**src/rtl/lcm_pkg.sv**
```systemverilog
// Shared definitions for the LCM report path: UM word geometry, header codes
// and the packet arbiter state encoding.
package lcm_pkg;

  localparam int UM_W = 134;

  localparam logic [1:0] HDR_HEAD = 2'b01;
  localparam logic [1:0] HDR_BODY = 2'b11;
  localparam logic [1:0] HDR_TAIL = 2'b10;

  typedef enum logic [1:0] {
    ARB_IDLE  = 2'd0,
    ARB_GNT0  = 2'd1,
    ARB_GNT1  = 2'd2,
    ARB_ABORT = 2'd3
  } arb_state_e;

endpackage

```
**src/rtl/lr_arb_watchdog.sv**
```systemverilog
// Grant watchdog: counts idle granted cycles, first before the head word
// (start timeout) and then between words of the packet (gap timeout).
module lr_arb_watchdog #(
  parameter int START_TO = 8,
  parameter int GAP_TO   = 4
) (
  input  logic clk,
  input  logic rst,
  input  logic active_i,
  input  logic wr_i,
  output logic to_start_o,
  output logic to_gap_o
);

  localparam int MAX_TO = (START_TO > GAP_TO) ? START_TO : GAP_TO;
  localparam int CNT_W  = $clog2(MAX_TO + 1);

  logic [CNT_W-1:0] cnt_q, cnt_d;
  logic             started_q, started_d;

  // The pulse fires during the last allowed idle cycle so the grant drops on that edge.
  assign to_start_o = active_i && !started_q && !wr_i && (cnt_q == CNT_W'(START_TO - 1));
  assign to_gap_o   = active_i &&  started_q && !wr_i && (cnt_q == CNT_W'(GAP_TO - 1));

  always_comb begin
    // NOTE: every combinational output gets a default first so no path can infer a latch.
    cnt_d     = cnt_q;
    started_d = started_q;
    if (!active_i) begin
      cnt_d     = '0;
      started_d = 1'b0;
    end else if (wr_i) begin
      cnt_d     = '0;
      started_d = 1'b1;
    end else if (to_start_o || to_gap_o) begin
      cnt_d     = '0;
      started_d = 1'b0;
    end else begin
      cnt_d = cnt_q + 1'b1;
    end
  end

  always_ff @(posedge clk) begin
    // NOTE: sequential state uses non-blocking assignments so all registers update together.
    if (rst) begin
      cnt_q     <= '0;
      started_q <= 1'b0;
    end else begin
      cnt_q     <= cnt_d;
      started_q <= started_d;
    end
  end

endmodule

```
**src/rtl/lr_pkt_arbiter.sv**
```systemverilog
// Two-source, packet-granular round-robin arbiter onto the shared UM bus,
// with start/gap watchdogs and a forced invalid tail on mid-packet stalls.
module lr_pkt_arbiter
  import lcm_pkg::*;
#(
  parameter int START_TO    = 8,
  parameter int GAP_TO      = 4,
  parameter bit PRIO1_FIRST = 1'b1
) (
  input  logic            clk,
  input  logic            rst,
  input  logic            in0_req,
  input  logic            in0_data_wr,
  input  logic [UM_W-1:0] in0_data,
  input  logic            in0_data_valid,
  input  logic            in0_data_valid_wr,
  output logic            in0_gnt,
  input  logic            in1_req,
  input  logic            in1_data_wr,
  input  logic [UM_W-1:0] in1_data,
  input  logic            in1_data_valid,
  input  logic            in1_data_valid_wr,
  output logic            in1_gnt,
  output logic            out_data_wr,
  output logic [UM_W-1:0] out_data,
  output logic            out_data_valid,
  output logic            out_data_valid_wr,
  output logic [15:0]     abort_cnt,
  output logic [31:0]     pkt_cnt_0,
  output logic [31:0]     pkt_cnt_1
);

  localparam logic [1:0] ST_IDLE  = ARB_IDLE;
  localparam logic [1:0] ST_GNT0  = ARB_GNT0;
  localparam logic [1:0] ST_GNT1  = ARB_GNT1;
  localparam logic [1:0] ST_ABORT = ARB_ABORT;

  logic [1:0]      state_q, state_d;
  logic            rr_q, rr_d;          // 1: source 1 wins the next tie
  logic            out_wr_q, out_wr_d;
  logic [UM_W-1:0] out_data_q, out_data_d;
  logic            out_valid_q, out_valid_d;
  logic            out_vwr_q, out_vwr_d;
  logic [15:0]     abort_cnt_q, abort_cnt_d;
  logic [31:0]     pkt_cnt_0_q, pkt_cnt_0_d;
  logic [31:0]     pkt_cnt_1_q, pkt_cnt_1_d;

  logic            sel1, granted;
  logic            g_wr, g_valid, g_vwr;
  logic [UM_W-1:0] g_data;
  logic            acc_wr, acc_tail;
  logic            to_start, to_gap;

  assign sel1    = (state_q == ST_GNT1);
  assign granted = (state_q == ST_GNT0) || sel1;
  assign in0_gnt = (state_q == ST_GNT0);
  assign in1_gnt = sel1;

  assign g_wr     = sel1 ? in1_data_wr       : in0_data_wr;
  assign g_data   = sel1 ? in1_data          : in0_data;
  assign g_valid  = sel1 ? in1_data_valid    : in0_data_valid;
  assign g_vwr    = sel1 ? in1_data_valid_wr : in0_data_valid_wr;
  assign acc_wr   = granted && g_wr;
  assign acc_tail = acc_wr && (g_data[UM_W-1 -: 2] == HDR_TAIL);

  lr_arb_watchdog #(
    .START_TO (START_TO),
    .GAP_TO   (GAP_TO)
  ) u_watchdog (
    .clk        (clk),
    .rst        (rst),
    .active_i   (granted),
    .wr_i       (acc_wr),
    .to_start_o (to_start),
    .to_gap_o   (to_gap)
  );

  always_comb begin
    state_d = state_q;
    rr_d    = rr_q;
    case (state_q)
      ST_IDLE: begin
        if (in1_req && (!in0_req || rr_q)) state_d = ST_GNT1;
        else if (in0_req)                  state_d = ST_GNT0;
      end
      ST_GNT0, ST_GNT1: begin
        // Any way out of a grant hands the next tie to the other source.
        if (acc_tail || to_start) begin
          state_d = ST_IDLE;
          rr_d    = !sel1;
        end else if (to_gap) begin
          state_d = ST_ABORT;
          rr_d    = !sel1;
        end
      end
      default: state_d = ST_IDLE;
    endcase
  end

  always_comb begin
    out_wr_d    = 1'b0;
    out_data_d  = '0;
    out_valid_d = 1'b0;
    out_vwr_d   = 1'b0;
    if (state_q == ST_ABORT) begin
      out_wr_d   = 1'b1;
      out_data_d = {HDR_TAIL, {(UM_W-2){1'b0}}};
      out_vwr_d  = 1'b1;
    end else if (acc_wr) begin
      out_wr_d    = 1'b1;
      out_data_d  = g_data;
      out_valid_d = g_valid;
      out_vwr_d   = g_vwr;
    end
  end

  always_comb begin
    abort_cnt_d = abort_cnt_q;
    pkt_cnt_0_d = pkt_cnt_0_q;
    pkt_cnt_1_d = pkt_cnt_1_q;
    if ((state_q == ST_ABORT) && (abort_cnt_q != 16'hFFFF)) abort_cnt_d = abort_cnt_q + 16'd1;
    if (acc_tail && !sel1) pkt_cnt_0_d = pkt_cnt_0_q + 32'd1;
    if (acc_tail &&  sel1) pkt_cnt_1_d = pkt_cnt_1_q + 32'd1;
  end

  always_ff @(posedge clk) begin
    if (rst) begin
      state_q     <= ST_IDLE;
      rr_q        <= PRIO1_FIRST;
      out_wr_q    <= 1'b0;
      out_data_q  <= '0;
      out_valid_q <= 1'b0;
      out_vwr_q   <= 1'b0;
      abort_cnt_q <= '0;
      pkt_cnt_0_q <= '0;
      pkt_cnt_1_q <= '0;
    end else begin
      state_q     <= state_d;
      rr_q        <= rr_d;
      out_wr_q    <= out_wr_d;
      out_data_q  <= out_data_d;
      out_valid_q <= out_valid_d;
      out_vwr_q   <= out_vwr_d;
      abort_cnt_q <= abort_cnt_d;
      pkt_cnt_0_q <= pkt_cnt_0_d;
      pkt_cnt_1_q <= pkt_cnt_1_d;
    end
  end

  assign out_data_wr       = out_wr_q;
  assign out_data          = out_data_q;
  assign out_data_valid    = out_valid_q;
  assign out_data_valid_wr = out_vwr_q;
  assign abort_cnt         = abort_cnt_q;
  assign pkt_cnt_0         = pkt_cnt_0_q;
  assign pkt_cnt_1         = pkt_cnt_1_q;

endmodule

```
**config.mk**
```make
export PLATFORM = sky130hd
export DESIGN_NAME = lr_pkt_arbiter
export DESIGN_NICKNAME = d
export VERILOG_FILES = /design/src/rtl/lcm_pkg.sv /design/src/rtl/lr_arb_watchdog.sv /design/src/rtl/lr_pkt_arbiter.sv
export SDC_FILE = /design/constraint.sdc
export NUM_CORES = 1
export LEC_CHECK = 0
export CORE_AREA = 2 2 196 198
export CTS_CLUSTER_DIAMETER = 150
export DETAILED_ROUTE_END_ITERATION = 6
export DIE_AREA = 0 0 198 200
export GPL_ROUTABILITY_DRIVEN = 0
export HOLD_SLACK_MARGIN = 0.03
export PLACE_DENSITY_LB_ADDON = 0.3
export SLEW_MARGIN = 10
export SYNTH_ARGS = -nofsm -noshare
export SYNTH_HDL_FRONTEND = slang
export SYNTH_SLANG_ARGS = --single-unit
```
**constraint.sdc**
```tcl
create_clock -name clk -period 4.95 [get_ports clk]
set_clock_uncertainty 0.1 [all_clocks]
set_input_delay 0.7425 -clock clk [delete_from_list [all_inputs] [get_ports clk]]
set_output_delay 0.7425 -clock clk [all_outputs]
set_load 0.05 [all_outputs]
```
==> summary.md, run 1 <==
| Metric | Value |
|---|---|
| Outcome | finished, final reports clean |
| Post-Route WL | 33600 um |
| Comb power frac | 32.3% |
| Port bufs | 496 |
| Via/cell ratio | 4.31 |
| Largest cells by area after synthesis | dfxtp_1, mux2i_1, nor2_1 |
| Reg area | 4500 um2 |
| Share of cells above drive strength 1 | 4.24% |
| Arr. time, crit path | 2.44 ns |
| Max cap viols | 0 |
| Internal | 3820 uW |
| Hold Crit Class | register to register |
| RSZ-0062 raised after global routing | no |
| Distinct cell type count after synthesis | 48 |
| Sequential share of power | 35.0% |
| Multi-input gate area | 4350 um2 |
| Clk Latency, worst-skew pair | 0.53 ns |
| Core Footprint | 37400 um2 |
| GRT Overall Usage | 15.4% |
| Post-DP HPWL | 26300 um |
| Post-CTS Hold Buffers | 0 |
| Placed Instances | 1925 |
| DRC Markers | 0 |
| Initial antenna violation count | 1 |
| Number of global-route vias before repair | 8147 |
| Detailed Route Iter0 Violations | 313 |
| Num CTS Buffers | 27 |
| Worst slew pin tran | 1.04 ns |
| Critical path class | register to output port |
| CP Max Fanout | 30 |
| Overall power | 5750 uW |
| Per-cell routed wire length | 17.0 um |
| Final number of max-transition violations | 0 |
| WP data required | 4.11 ns |
| CTS sink count | 225 |
| Post-route ant nets | 0 |
| Top FF cell, synth | dfxtp_1 |
| Post-CTS sizing | 0 |
| Nets | 1729 |
| Vert. Die Dim | 200 um |
| Seq/Total Area, Yosys | 49.5% |
| Cell taking the most area after synthesis | dfxtp_1 |
| Top-area cell type share of the netlist area | 49.5% |
| Area of the die | 39600 um2 |
| Final cell count without fillers | 1976 |
| Bufs on Longest Clock Path | 3 |
| Final period utilization | 66.3% |
| Via count | 8526 |
| # setup viols final | 0 |
| GRT overflow | 0 |
| # IOs | 497 |
| Sw frac | 33.7% |
| Post-synth EDFFs | 0 |
| Clock root buffer | clkbuf_16 |
| Crit path launch type | register |
| Fraction of registers with async set/reset | 0% |
| Fmax achieved | 305 MHz |
| # H-tree levels | 1 |
| Max VDD drop | 206 uV |
| Clk slew on worst S/H paths | 0.06 ns |
| Hold Violations, Final | 0 |
| Setup TNS | 0 ns |
| Worst setup EP type | output port |
| P_leak | 0.00544 uW |
| Register bit total from synthesis | 225 |
| Post-Syn Area | 9100 um2 |
| TritonCTS clock tree | done |
| Net count after synthesis | 1247 |
| Postcts setup bufs | 0 |
| Drt pass-1 iters | 4 |
| Largest net degree at the start of global routing | 93 |
| Placement Rows | 71 |
| Gate Count Post-Synth | 961 |
| First-pass GRT wire length | 47200 um |
| Worst slew margin | 30.5% |
| Sw Pwr | 1940 uW |
| Reg-to-reg slack, setup | 1.75 ns |
| Filler Cell Count | 3683 |
| Die Wd | 198 um |
| Clock share of power | 32.7% |
| Syn_area_per_cell | 9.47 um2 |
| Area Growth Syn to Fin | 69.6% |
| Initial Util | 24.3% |
| Final min period | 3.28 ns |
| P per Cell Area | 373 nW/um2 |
| Synth warnings | 0 |
## power groups by stage
stage               combinational [uW]  sequential [uW]  clock (uW)
global placement                  1870             2050           0
detailed placement                1880             2060           0
floorplan                          667             2550           0
global route                      1960             2030        2020
CTS                               1880             2020        1950
finish                            1860             2010        1880
## per-stage QoR
step | cell area (um2) | worst slack [ns] | util [%] | hold slack [ns]
final | 15400 | 1.67 | 41.3 | 0.358
after floorplan | 9100 | 2.32 | - | 0.318
after detailed placement | 14600 | 1.60 | 39.0 | 0.352
after global placement | 14600 | 1.74 | 39.0 | 0.332
after global routing | 15400 | 1.39 | 41.3 | 0.376
after CTS | 15400 | 1.59 | 41.3 | 0.361
## cell type report
class	instances	area share [%]
diodes	2	0.0324
clock buffers	43	5.22
clock inverters	6	0.259
inverters	21	0.511
multi-input cells	667	28.2
flip-flops and latches	225	29.2
well taps	511	4.14
repair buffers	501	32.5
## worst max-delay path: stages (launching register included)
cell and delay (ns):
dfxtp_1 0.33, inv_1 0.13, ha_4 0.51, clkdlybuf4s50_1 0.93
## worst paths after layout
check                                        end  depth (start not counted)                      startpoint
setup / recovery                         in1_gnt                          3         state_q[0]$_SDFFE_PP0P_
hold reg to reg   u_watchdog.cnt_q[0]$_SDFF_PP0_                          1  u_watchdog.cnt_q[0]$_SDFF_PP0_
hold / removal    u_watchdog.cnt_q[0]$_SDFF_PP0_                          1  u_watchdog.cnt_q[0]$_SDFF_PP0_
setup reg to reg         out_data[41]$_SDFF_PP0_                          7         state_q[1]$_SDFFE_PP0P_
## metal layers
metal  wire length [um]  track usage, %
met2              16600            26.9
met5                 12               0
met3               2860            4.87
met4                599            3.95
met1              13600            18.3
## placed cells by master, fill, tap and decap left out, types with 2 or more instances in the layout
master	Yosys	routed
clkdlybuf4s50_1	0	495
dfxtp_1	225	225
nor2_1	219	219
mux2i_1	138	138
xor2_1	40	40
nand4_1	38	38
nand2_1	36	35
nand3_1	33	33
xnor2_1	27	27
clkbuf_16	0	27
inv_1	21	21
nor4_1	16	16
nor3_1	13	13
o21ai_0	13	13
a21oi_1	13	13
and3_1	9	9
clkbuf_1	33	9
and4_1	7	7
or3_1	7	7
ha_1	8	7
clkbuf_8	0	7
a31oi_1	5	5
or2_2	5	5
nand3b_1	5	5
clkinv_2	0	4
buf_4	0	4
nand4b_1	3	3
nand2b_1	3	3
diode_2	0	2
nor2b_1	2	2
a2111oi_0	2	2
o211ai_1	2	2
a31o_2	2	2
or4_1	2	2
a21o_1	2	2
## cells by family after synthesis
kind of cell,Yosys count,synth area share (%)
mux,139,15.3
xor+xnor,67,6.45
simple gates,408,21.5
flops,225,49.5
fa+ha+maj,8,1.10
buf+inv,69,2.90
compound gates,45,3.26
## registers in the layout, indices dropped and copies added, names as in the netlist, 2 cells and up
name and cells:
abort_cnt 16, u_watchdog.cnt_q 4, pkt_cnt_0 32, pkt_cnt_1 32, state_q 2, out_data 134
## synth_stat cells (7+ instances only)
| master | number |
|---|---|
| a21oi_1 | 13 |
| and3_1 | 9 |
| and4_1 | 7 |
| buf_1 | 11 |
| clkbuf_1 | 33 |
| dfxtp_1 | 225 |
| ha_1 | 8 |
| inv_1 | 21 |
| mux2i_1 | 138 |
| nand2_1 | 36 |
| nand3_1 | 33 |
| nand4_1 | 38 |
| nor2_1 | 219 |
| nor3_1 | 13 |
| nor4_1 | 16 |
| o21ai_0 | 13 |
| or3_1 | 7 |
| xnor2_1 | 27 |
| xor2_1 | 40 |
Power figures use the tool's default switching activity.
==> run 2, diff against run 1 <==
CORE_AREA = 2 2 190 192   (was 2 2 196 198)
DIE_AREA = 0 0 192 194   (was 0 0 198 200)
clock period = 2.9 ns   (was 4.95 ns; I/O delays follow)
==> summary.md, run 2 (synthesis gave the netlist of run 1 again) <==
| Metric | Value |
|---|---|
| Outcome | finished, final reports clean |
| Clock share of power | 33.5% (+0.8 points) |
| Nets | 1739 (+0.58%) |
| Worst setup EP type | output port |
| # setup viols final | 0 (unchanged) |
| Critical path class | register to output port |
| GRT overflow | 0 (unchanged) |
| Final period utilization | 92.3% |
| Filler Cell Count | 3443 (-6.5%) |
| CP delay by family, top | buffers and inverters |
| Worst hold margin | 0.316 ns (-0.0423 ns) |
| Largest register FFs | 134 (unchanged) |
| Clk slew on worst S/H paths | 0.06 ns (about the same) |
| Num CTS Buffers | 26 (-3.7%) |
| Slowest cell on crit path | clkdlybuf4s50_1 |
| GRT Overall Usage | 17.0% (+1.6 points) |
| Most common cell after layout, fill and taps aside | clkdlybuf4s50_1 |
| Via count | 8687 (+1.9%) |
| # IOs | 497 (unchanged) |
| RSZ-0062 raised after global routing | no |
| Drt pass-1 iters | 4 (unchanged) |
| Internal | 6700 uW (+76%) |
| Crit path cell chain | inv_1, ha_4, clkdlybuf4s50_1 |
| Fmax achieved | 374 MHz |
| Post-DP HPWL | 26000 um (-1.3%) |
| Hold Crit Class | input pin to register |
| P_leak | 0.00552 uW (+1.6%) |
| Placement Rows | 69 (-2.8%) |
| Final min period | 2.68 ns |
| Sw Pwr | 3280 uW (+69%) |
| Die Wd | 192 um (-3.0%) |
| Post-Route WL | 33400 um (-0.59%) |
| Clk Latency, worst-skew pair | 0.54 ns (about the same) |
| Area Growth Syn to Fin | 70.8% |
| Hold_sp | rst |
| Post-route cell area | 15500 um2 (+0.70%) |
| Port bufs | 496 (unchanged) |
| R2r startpoint | state_q[1]$_SDFFE_PP0P_ |
| Crit path launch type | register |
| Core Footprint | 35200 um2 (-5.8%) |
| Arr. time, crit path | 2.14 ns (-0.30 ns) |
| P per Cell Area | 642 nW/um2 (+72%) |
| DRC Markers | 0 (unchanged) |
| Initial Util | 25.8% (+1.5 points) |
| Max cap viols | 0 (unchanged) |
| Vert. Die Dim | 194 um (-3.0%) |
| Clock root buffer | clkbuf_16 |
| First-pass GRT wire length | 49100 um (+4.1%) |
| WP data required | 2.37 ns (-1.74 ns) |
| Worst slew pin tran | 0.898 ns (-0.145 ns) |
| Per-cell routed wire length | 17.3 um (+1.7%) |
| Number of global-route vias before repair | 8590 (+5.4%) |
| Final number of max-transition violations | 0 (unchanged) |
| Area of the die | 37200 um2 (-5.9%) |
| Largest stage delay, worst path | 0.85 ns (-0.08 ns) |
| CP Buf/Inv Count | 2 (unchanged) |
| Largest net degree at the start of global routing | 93 (unchanged) |
| Detailed Route Iter0 Violations | 308 (-1.6%) |
| CP Max Fanout | 10 (-67%) |
| Hold Violations, Final | 0 (unchanged) |
| Sw frac | 32.8% (-0.84 points) |
| Placed cell area | 14700 um2 (+0.48%) |
| Initial antenna violation count | 1 (unchanged) |
| TritonCTS clock tree | done |
| Commonest non-fill, non-tap cells in the layout | clkdlybuf4s50_1, dfxtp_1, nor2_1 |
| Post-route ant nets | 0 (unchanged) |
| Share of cells above drive strength 1 | 5.03% (+0.80 points) |
| CTS sink count | 225 (unchanged) |
| # H-tree levels | 1 (unchanged) |
| Via/cell ratio | 4.50 (+4.2%) |
| Sequential share of power | 34.4% (-0.6 points) |
| Bufs on Longest Clock Path | 3 (unchanged) |
| Post-CTS Hold Buffers | 0 (unchanged) |
| Worst Setup SP | state_q[0]$_SDFFE_PP0P_ |
| Comb power frac | 32.0% (-0.3 points) |
| Worst slew margin | 39.6% (+9.2 points) |
| Setup TNS | 0 ns (unchanged) |
| Max VDD drop | 456 uV (+120%) |
run 2: worst paths after layout:
kind | slack, ns | endpoint | depth (start not counted)
min | 0.32 | out_data_valid_wr$_SDFF_PP0_ | 3
min reg2reg | 0.36 | u_watchdog.cnt_q[0]$_SDFF_PP0_ | 1
max reg2reg | 0.37 | pkt_cnt_1[28]$_SDFFE_PP0P_ | 7
max | 0.22 | in1_gnt | 3
run 2: repair_timing:
item | 4_1_cts | 5_1_grt
buffers inserted | 0 | 0
resized for setup | 0 | 1
endpoints found under the setup margin | 0 | 1
run 2: metal layers:
layer,share of wire [%],up-vias,global-route usage (%)
li1,-,4280,-
met1,39,4046,19.4
met2,49,322,30.0
met3,8.9,39,5.72
met4,2.6,0,4.64
met5,0,-,0
run 2: per-stage QoR:
stage / utilization, % / std cells / setup slack (ns) / power [uW]
finish: 44.1 / 1932 / 0.225 / 9980
global route: 44.1 / 1931 / 0.111 / 10400
CTS: 44.1 / 1931 / 0.171 / 10200
detailed placement: 41.6 / 1886 / 0.257 / 6730
global placement: 41.6 / 1886 / 0.344 / 6710
floorplan: - / 961 / 0.266 / 5490
run 2: power by group through the flow:
stage	clock [uW]	combinational (uW)	sequential [uW]
final	3350	3200	3430
after global routing	3590	3380	3460
after CTS	3480	3240	3440
after detailed placement	0	3230	3500
after global placement	0	3220	3490
after floorplan	0	1140	4350
run 2: tightest hold or removal path: stages:
cell,delay [ns]
buf_2,0.14
buf_12,0.19
nor2_1,0.12
run 2: cell type report:
| class | count | area, um2 | area share, % |
|---|---|---|---|
| antenna | 1 | 2.50 | 0.0161 |
| clock buffer | 40 | 793 | 5.10 |
| clock inverter | 5 | 90.1 | 0.580 |
| inverter | 21 | 78.8 | 0.507 |
| multi-input combinational | 667 | 4360 | 28.0 |
| sequential | 225 | 4500 | 29.0 |
| tap | 461 | 577 | 3.71 |
| timing repair buffer | 512 | 5140 | 33.1 |
==> run 3, diff against run 2 <==
SKIP_CTS_REPAIR_TIMING = 1   (was not set)
==> results of run 3 <==
Same layout as run 2: the final DEF is identical, and so are final timing and power.
